$ cat src/rtl/vga_text_ctrl.sv
// Write-port owner for the VGA text RAM: arbitrates single-cell CPU writes
// against a bulk engine that clears the screen or scrolls it up one row.
module vga_text_ctrl #(
  parameter int          COLS      = 96,
  parameter int          ROWS      = 32,
  parameter int          ADDR_W    = 12,
  parameter int          INFO_W    = 8,
  parameter int unsigned BLANK_CH  = 32,
  parameter int unsigned BLANK_COL = 0
) (
  input  logic              clk,
  input  logic              rst_n,
  input  logic              cpu_valid,
  output logic              cpu_ready,
  input  logic [ADDR_W-1:0] cpu_addr,
  input  logic [INFO_W-1:0] cpu_ch,
  input  logic [INFO_W-1:0] cpu_color,
  input  logic              cmd_valid,
  output logic              cmd_ready,
  input  logic [1:0]        cmd_op,
  output logic              busy,
  output logic              done,
  output logic              ram_we,
  output logic [ADDR_W-1:0] ram_waddr,
  output logic [INFO_W-1:0] ram_wch,
  output logic [INFO_W-1:0] ram_wcolor,
  output logic              ram_re,
  output logic [ADDR_W-1:0] ram_raddr,
  input  logic [INFO_W-1:0] ram_rch,
  input  logic [INFO_W-1:0] ram_rcolor
);

  localparam int                CELLS     = COLS * ROWS;
  localparam logic [ADDR_W-1:0] LAST_CELL = ADDR_W'(CELLS - 1);
  localparam logic [ADDR_W-1:0] LAST_COPY = ADDR_W'(COLS * (ROWS - 1) - 1);
  localparam logic [ADDR_W-1:0] ROW_OFS   = ADDR_W'(COLS);
  localparam logic [ADDR_W-1:0] ADDR_ONE  = ADDR_W'(1);
  localparam logic [INFO_W-1:0] W_BLANK_CH  = INFO_W'(BLANK_CH);
  localparam logic [INFO_W-1:0] W_BLANK_COL = INFO_W'(BLANK_COL);

  typedef enum logic [1:0] {
    S_IDLE,
    S_CLEAR,
    S_SCR_COPY,
    S_SCR_FILL
  } state_t;

  state_t              r_state;
  logic                r_busy;
  logic                r_done;
  logic                r_ram_we;
  logic [ADDR_W-1:0]   r_ram_waddr;
  logic [INFO_W-1:0]   r_ram_wch;
  logic [INFO_W-1:0]   r_ram_wcolor;
  logic                r_ram_re;
  logic [ADDR_W-1:0]   r_ram_raddr;
  logic                r_pend;   // read issued last cycle, data on ram_r* now
  logic [ADDR_W-1:0]   r_wcnt;   // next scroll copy destination

  logic w_idle;
  assign w_idle    = (r_state == S_IDLE);
  assign cpu_ready = w_idle;
  assign cmd_ready = w_idle & ~cpu_valid;

  assign busy       = r_busy;
  assign done       = r_done;
  assign ram_we     = r_ram_we;
  assign ram_waddr  = r_ram_waddr;
  assign ram_wch    = r_ram_wch;
  assign ram_wcolor = r_ram_wcolor;
  assign ram_re     = r_ram_re;
  assign ram_raddr  = r_ram_raddr;

  // NOTE: every state register uses <= so all branches see pre-edge values.
  always_ff @(posedge clk or negedge rst_n) begin
    if (!rst_n) begin
      r_state      <= S_IDLE;
      r_busy       <= 1'b0;
      r_done       <= 1'b0;
      r_ram_we     <= 1'b0;
      r_ram_waddr  <= '0;
      r_ram_wch    <= '0;
      r_ram_wcolor <= '0;
      r_ram_re     <= 1'b0;
      r_ram_raddr  <= '0;
      r_pend       <= 1'b0;
      r_wcnt       <= '0;
    end else begin
      r_done <= 1'b0;
      case (r_state)
        S_IDLE: begin
          r_ram_re <= 1'b0;
          r_pend   <= 1'b0;
          if (cpu_valid) begin
            // Out-of-range cells complete the handshake but never reach the RAM.
            r_ram_we     <= (int'(cpu_addr) < CELLS);
            r_ram_waddr  <= cpu_addr;
            r_ram_wch    <= cpu_ch;
            r_ram_wcolor <= cpu_color;
          end else if (cmd_valid) begin
            r_ram_we <= 1'b0;
            case (cmd_op)
              2'b00: begin
                r_state      <= S_CLEAR;
                r_busy       <= 1'b1;
                r_ram_we     <= 1'b1;
                r_ram_waddr  <= '0;
                r_ram_wch    <= W_BLANK_CH;
                r_ram_wcolor <= W_BLANK_COL;
              end
              2'b01: begin
                r_state     <= S_SCR_COPY;
                r_busy      <= 1'b1;
                r_ram_re    <= 1'b1;
                r_ram_raddr <= ROW_OFS;
                r_wcnt      <= '0;
              end
              default: r_done <= 1'b1;  // NOP completes without leaving IDLE
            endcase
          end else begin
            r_ram_we <= 1'b0;
          end
        end

        // The fill phase enters with waddr at the last copied cell, so it
        // shares the blank-write sweep with CLEAR.
        S_CLEAR, S_SCR_FILL: begin
          r_ram_wch    <= W_BLANK_CH;
          r_ram_wcolor <= W_BLANK_COL;
          if (r_ram_waddr == LAST_CELL) begin
            r_state  <= S_IDLE;
            r_busy   <= 1'b0;
            r_ram_we <= 1'b0;
            r_done   <= 1'b1;
          end else begin
            r_ram_we    <= 1'b1;
            r_ram_waddr <= r_ram_waddr + ADDR_ONE;
          end
        end

        S_SCR_COPY: begin
          r_pend <= r_ram_re;
          if (r_ram_re) begin
            if (r_ram_raddr == LAST_CELL) r_ram_re    <= 1'b0;
            else                          r_ram_raddr <= r_ram_raddr + ADDR_ONE;
          end
          if (r_pend) begin
            r_ram_we     <= 1'b1;
            r_ram_waddr  <= r_wcnt;
            r_ram_wch    <= ram_rch;
            r_ram_wcolor <= ram_rcolor;
            r_wcnt       <= r_wcnt + ADDR_ONE;
            if (r_wcnt == LAST_COPY) r_state <= S_SCR_FILL;
          end else begin
            r_ram_we <= 1'b0;
          end
        end

        default: r_state <= S_IDLE;
      endcase
    end
  end

endmodule

$ cat config.mk
export PLATFORM = sky130hd
export DESIGN_NAME = vga_text_ctrl
export DESIGN_NICKNAME = d
export VERILOG_FILES = /design/src/rtl/vga_text_ctrl.sv
export SDC_FILE = /design/constraint.sdc
export NUM_CORES = 1
export LEC_CHECK = 0
export ABC_AREA = 1
export BUFFER_PORTS_ARGS = -buffer_cell sky130_fd_sc_hd__buf_2
export CORE_ASPECT_RATIO = 1.4
export CORE_MARGIN = 2
export CORE_UTILIZATION = 30
export DETAILED_ROUTE_END_ITERATION = 10
export PLACE_DENSITY_LB_ADDON = 0.2
export SLEW_MARGIN = 20
export SYNTH_ARGS = -nofsm -noshare
export SYNTH_HDL_FRONTEND = slang
export SYNTH_SLANG_ARGS = --single-unit
$ cat constraint.sdc
create_clock -name clk -period 2.04 [get_ports clk]
set_input_delay 0.204 -clock clk [delete_from_list [all_inputs] [get_ports clk]]
set_output_delay 0.204 -clock clk [all_outputs]
set_load 0.1 [all_outputs]
Word-level counts from Yosys, hierarchy flattened
Index checks and enable logic that the tools add are counted.
{"block": "totals", "output_inout_bits": 46, "regBits": 59}
{"block": "op_classes", "reduce_logical": 12, "n_eq_ne": 20, "bitwise": 2, "magnitude_cmp": 1, "addsub": 3, "muxes": 57}
{"op": "12-bit 2-to-1 mux", "count": 14}
{"op": "8-bit 2-to-1 mux", "count": 8}
{"op": "12-bit case mux with 2 select lines", "count": 2}
{"op": "8-bit case mux with 3 select lines", "count": 2}
{"op": "12-bit by 1-bit adder with 12-bit output (second input constant)", "count": 3}
{"op": "12-bit == test (second input constant)", "count": 3}
{"op": "12-bit case mux with 3 select lines", "count": 1}
{"op": "1-bit 2-to-1 mux", "count": 18}
{"op": "2-bit != test (second input constant)", "count": 9}
{"op": "12-bit less-than comparator (second input constant)", "count": 1}
{"op": "6-bit AND reduction", "count": 2}
{"op": "2-bit 2-to-1 mux", "count": 5}
{"op": "5-bit AND reduction", "count": 2}
{"op": "1-bit case mux with 2 select lines", "count": 4}
{"op": "2-bit case mux with 3 select lines", "count": 1}
{"op": "2-bit by 1-bit == test with 1-bit output (second input constant)", "count": 2}
{"op": "2-bit == test (second input constant)", "count": 2}
{"op": "2-bit logical NOT", "count": 2}
{"op": "2-bit case mux with 2 select lines", "count": 1}
{"op": "4-bit AND reduction", "count": 1}
{"op": "2-bit nonzero test", "count": 2}
{"op": "2-bit OR reduction", "count": 2}
{"op": "3-bit by 1-bit != test with 1-bit output (second input constant)", "count": 1}
{"op": "3-bit by 2-bit != test with 1-bit output (second input constant)", "count": 1}
{"op": "other kinds (6)", "count": 6}

Logic depth before layout (Yosys ltp)
{"block": "logic_depth", "ltp_word": 6, "depth_mapped": 10, "ltp_nobuf": 10}

Worst setup path before layout
OpenSTA, ideal clock, no wires.
{"block": "synth_path", "path_type": "reg-to-reg", "startpoint": "register r_state[0]", "endpoint": "register r_ram_waddr[2], in the netlist ram_waddr[2]", "period_less_slack_ps": 2692, "setup_time_ps": 68, "arrival_ps": 2624, "path_stages_with_launch": 9, "slack_ps": -652, "t_required_ps": 1972, "path_buffers": 1, "cell_sequence": "dfrtp_1 inv_2 nand2_1 nor2_1 a21oi_2 nand2_2 buf_6 nand2_1 nand2_1"}
{"block": "synth_between", "elab_chain_len": 4, "word_cells_on_any_way": 11, "classes_between": "eq/ne: 7; mux: 1; reduce/logical: 3"}
{"item": "from (decl)", "line": "48", "rtl": "state_t r_state;"}
{"item": "from (signal assigned)", "line": "77", "rtl": "r_state <= S_IDLE;"}
{"item": "from (signal assigned)", "line": "104", "rtl": "r_state <= S_CLEAR;"}
{"item": "from (signal assigned)", "line": "112", "rtl": "r_state <= S_SCR_COPY;"}
{"item": "2-bit by 1-bit == test with 1-bit output / 2-bit == test (equally long branches)", "line": "90", "rtl": "case (r_state)"}
{"item": "2-bit OR reduction", "line": "90"}
{"item": "2-bit != test (no source line)"}
{"item": "4-bit AND reduction (no source line)"}
{"item": "to (signal assigned)", "line": "97", "rtl": "r_ram_waddr <= cpu_addr;"}
{"item": "to (signal assigned)", "line": "137", "rtl": "r_ram_waddr <= r_ram_waddr + ADDR_ONE;"}
{"item": "to (signal assigned)", "line": "149", "rtl": "r_ram_waddr <= r_wcnt;"}
{"item": "to (decl)", "line": "52", "rtl": "logic [ADDR_W-1:0] r_ram_waddr;"}
Several ways; a longest one is shown, not always the timed one.
A chain may end at the register's enable or synchronous reset.

Worst setup path in the final report
{"block": "layout_path", "startpoint": "register r_state[0]", "endpoint": "output port cmd_ready"}
{"block": "layout_between", "elab_chain_len": 2}
{"item": "2-bit logical NOT", "line": "61", "rtl": "assign w_idle = (r_state == S_IDLE);"}
{"item": "1-bit AND", "line": "63", "rtl": "assign cmd_ready = w_idle & ~cpu_valid;"}
{"item": "to (decl)", "line": "19", "rtl": "output logic cmd_ready,"}
Every way passes these cells.

==> results.rst <==
.. list-table::
   :header-rows: 1

   * - Metric
     - Value
   * - Most repeated cell in the gate-level netlist after synthesis
     - sky130_fd_sc_hd__nand2_1
   * - DR iter-0 viols
     - 167
   * - Required time worst endpoint
     - 1.84 ns
   * - Total Die Area
     - 12400 um2
   * - Number of remaining DRC errors
     - 0
   * - Pin count of the biggest net entering global routing
     - 32
   * - Antenna diodes
     - 0
   * - Core Box Area
     - around 11000 um2
   * - Fraction of the yosys area taken by sequential cells
     - 0.428
   * - WP buf/inv
     - 2
   * - Number of clock buffers inserted by TritonCTS
     - 9
   * - Syn Area/Cell
     - between 7 and 8 um2
   * - Via count normalized by instance count
     - 4.73
   * - Arrival @ worst endpoint
     - 1.67 ns
   * - Boundary pin count
     - 96
   * - Die width
     - about 95 um
   * - Combinational family with the most area after synthesis
     - simple AND/OR/NAND/NOR gates
   * - Category of cells accounting for the largest share of critical-path delay
     - buffers and inverters
   * - Period utilisation layout
     - 0.917
   * - Worst reg2reg path endpoint
     - ram_waddr[1]
   * - Final RePlAce weighted congestion
     - 0.849
   * - Fin Hold WS
     - 0.125 ns
   * - H-tree levels
     - 3
   * - Number of antenna violations at the first check in global routing
     - 1
   * - Top cells by area in the synthesized netlist
     - sky130_fd_sc_hd__dfrtp_1, sky130_fd_sc_hd__nand2_1, sky130_fd_sc_hd__nand3_1, sky130_fd_sc_hd__nor2_1, sky130_fd_sc_hd__inv_1
   * - Type of destination of the critical path
     - output port
   * - Worst-case clock skew
     - roughly 0.0077 ns
   * - Non-filler cells in the finished layout
     - 749
   * - Post-layout net count
     - 653
   * - Setup Total Neg Slack
     - 0 ns
   * - Final-report setup violation count
     - 0
   * - Worst rel slew slack
     - 0.621
   * - Hold WC Path Type
     - primary input to flop
   * - Clock Latency Late Sink
     - 0.34 ns
   * - Outcome
     - finished clean
   * - Initial Utilization
     - 0.306
   * - Fraction of synthesized cell area taken by the top area cell type
     - 0.428
   * - Area growth from synthesis to layout
     - 30.3%
   * - Worst reg2reg path startpoint
     - ram_waddr[0]
   * - Met3 track demand over resource in global routing
     - 0.0407
   * - Wire length of the first global-routing pass
     - ~16 mm
   * - M1 GR Usage
     - 0.209
   * - Portion of netlist area occupied by mux cells
     - 0
   * - Top FF cell, synth
     - sky130_fd_sc_hd__dfrtp_1
   * - Flop2flop setup slack
     - 0.27 ns
   * - Complex-gate fraction of the synthesized area
     - 0.101
   * - Global-route congestion overflow total
     - 0
   * - Post-Synth Simple-Gate Area
     - 0.376
   * - Length in cells of the worst reg-to-reg path
     - 10
   * - Standard cell with the maximum stage delay on the critical path
     - sky130_fd_sc_hd__buf_2
   * - # placed instances
     - 732
   * - Total track usage
     - 0.171
   * - Share of final-layout standard cells stronger than drive strength 1
     - 0.256
   * - Parity-gate share of the synthesized area counting xor and xnor cells
     - 0.0127
   * - Fill cell count
     - 1219
   * - Met2 Track Usage GR
     - 0.285
   * - Routed WL
     - 9.98 mm
   * - Setup repair after global routing missed its margin
     - no
   * - Gate Count Post-Synth
     - 492
   * - Buffers inserted during post-CTS setup optimization
     - 0
   * - Clk buf depth
     - 2
   * - Path length in cells of the critical path
     - 4
   * - Final HPWL DP
     - 7.54 mm
   * - Clock slew at reported path FFs
     - roughly 0.05 ns
   * - Cell taking the most area after synthesis
     - sky130_fd_sc_hd__dfrtp_1
   * - List of cells traversed by the critical path
     - inv_2 > nand2_1 > nor2_4 > buf_2
   * - Startpoint Class
     - flop
   * - Synthesis-stage register bit count
     - 59
   * - Max capacitance violation total
     - 0
   * - ANT nets after route
     - 0
   * - Master cell of the clock root buffer
     - sky130_fd_sc_hd__clkbuf_16
   * - Number of warnings reported in the yosys synthesis log
     - 0
   * - Via count of the first global-routing pass
     - roughly 3300
   * - Capture point of the worst path
     - cmd_ready
   * - Highest ir drop seen on vdd
     - between 0.3 and 0.4 mV
   * - Site Rows
     - 46
   * - Path type of the worst setup path
     - flop to output port
   * - Crit path max fanout
     - 9
   * - Total nets after synthesis
     - approximately 550
   * - Minimum period implied by the final worst setup slack
     - 1.87 ns
   * - Max incr delay on CP
     - 0.45 ns
   * - Synthesized cell area
     - 3450 um2
   * - Die Y-Extent
     - 131 um
   * - Final Max Slew Viols
     - 0
   * - CTS tree
     - done
   * - Synthesized-area fraction occupied by adder cells
     - 0.0109
   * - Number of different library cells in the post-synthesis netlist
     - 30
   * - Count of TritonRoute iterations in the first routing pass
     - 4
   * - Wire length per cell
     - 13.3 um
   * - Crit path from
     - r_state[0]
   * - Cell types with the highest counts after synthesis
     - sky130_fd_sc_hd__nand2_1, sky130_fd_sc_hd__dfrtp_1, sky130_fd_sc_hd__nand3_1
   * - Count of flip-flops with a built-in enable after synthesis
     - 0
   * - Pwr/cell area
     - 623 nW/um2
   * - Routed vias
     - ~3500
   * - Cell leakage power
     - 2.33 nW
   * - Post-synth ARST share
     - 1.00
   * - Max Clock Freq
     - 0.535 GHz
   * - Number of hold violations in the final report
     - 0
   * - I/O Buffers
     - 95
   * - Most used routing layer
     - met2
   * - CTS Sinks
     - 59
   * - Transition at the pin with the smallest max-transition slack
     - ~0.57 ns
## report_power, final
part	leakage [nW]	switching, mW	internal [mW]
clock network	0.147	0.529	1.01
logic	1.50	0.0459	0.0409
registers	0.677	0	1.17
total	2.33	0.575	2.22
## cells in the final DEF (no fill, tap or decap), drive strengths merged
master / n
inv: 46
dlygate4sd3: 1
ha: 3
a21o: 1
nand2: 182
or2: 1
buf: 109
dfrtp: 59
o21ai: 33
nor3: 5
o221ai: 1
a21oi: 7
xor2: 3
nand3: 48
a31oi: 15
nand4: 16
o21bai: 2
o22ai: 3
xnor2: 2
bufinv: 1
clkinv: 1
clkbuf: 14
nand3b: 1
nor2: 51
## worst min path at each step
stage | from | to | slack (ns) | cells past startpoint
after global placement | rst_n | ram_wch[0] | 0.24 | 1
after CTS | ram_rch[2] | ram_wch[2] | 0.12 | 3
after detailed placement | rst_n | ram_wch[0] | 0.23 | 1
final | ram_rcolor[3] | ram_wcolor[3] | 0.12 | 3
after floorplan | rst_n | busy | -0.09 | 0
after global routing | ram_rch[3] | ram_wch[3] | 0.14 | 3
## sequential cells by signal, indices dropped and copies added, names as in the netlist
signal / count
r_wcnt: 12
ram_raddr: 12
ram_waddr: 12
ram_wch: 8
ram_wcolor: 8
r_state: 2
busy: 1
done: 1
r_pend: 1
ram_re: 1
ram_we: 1
## cells by family after synthesis
logic type	Yosys count
fa+ha+maj	3
flops	59
xor+xnor	5
simple gates	304
buf+inv	59
compound gates	62
## per-stage QoR
step / worst slack, ns / instance area, um2 / power [mW] / util
detailed placement: 0.220 / 4180 / 1.28 / 0.371
global route: 0.0760 / 4490 / 2.90 / 0.398
floorplan: 0.0138 / 3480 / 1.20 / -
finish: 0.170 / 4490 / 2.80 / 0.398
global placement: 0.293 / 4180 / 1.28 / 0.371
CTS: 0.163 / 4490 / 2.83 / 0.398
## what timing repair did
item / in CTS / in global routing
gates resized for setup: 0 / 1
hold endpoints to repair: 22 / 0
hold buffers: 1 / 0
endpoints found under the setup margin: 0 / 2
## worst min-delay path, cell delays in order
cell and delay (ns):
sky130_fd_sc_hd__buf_2 0.09, sky130_fd_sc_hd__nand2_1 0.05, sky130_fd_sc_hd__a31oi_1 0.07
## area by class of cell
type	instances	area (um2)	share of cell area
Multi-Input combinational cell	374	1740	0.388
Sequential cell	59	1500	0.333
Timing Repair Buffer	110	603	0.134
Clock buffer	14	264	0.0587
Tap cell	144	180	0.0401
Inverter	46	173	0.0384
Clock inverter	2	35.0	0.00780
## layer usage
metal | vias up | wire length, um
met5 | - | 0
li1 | 1817 | -
met4 | 0 | 250
met1 | 1635 | 4290
met2 | 75 | 5000
met3 | 17 | 440
Note: power is estimated with default switching activity, not from simulation.
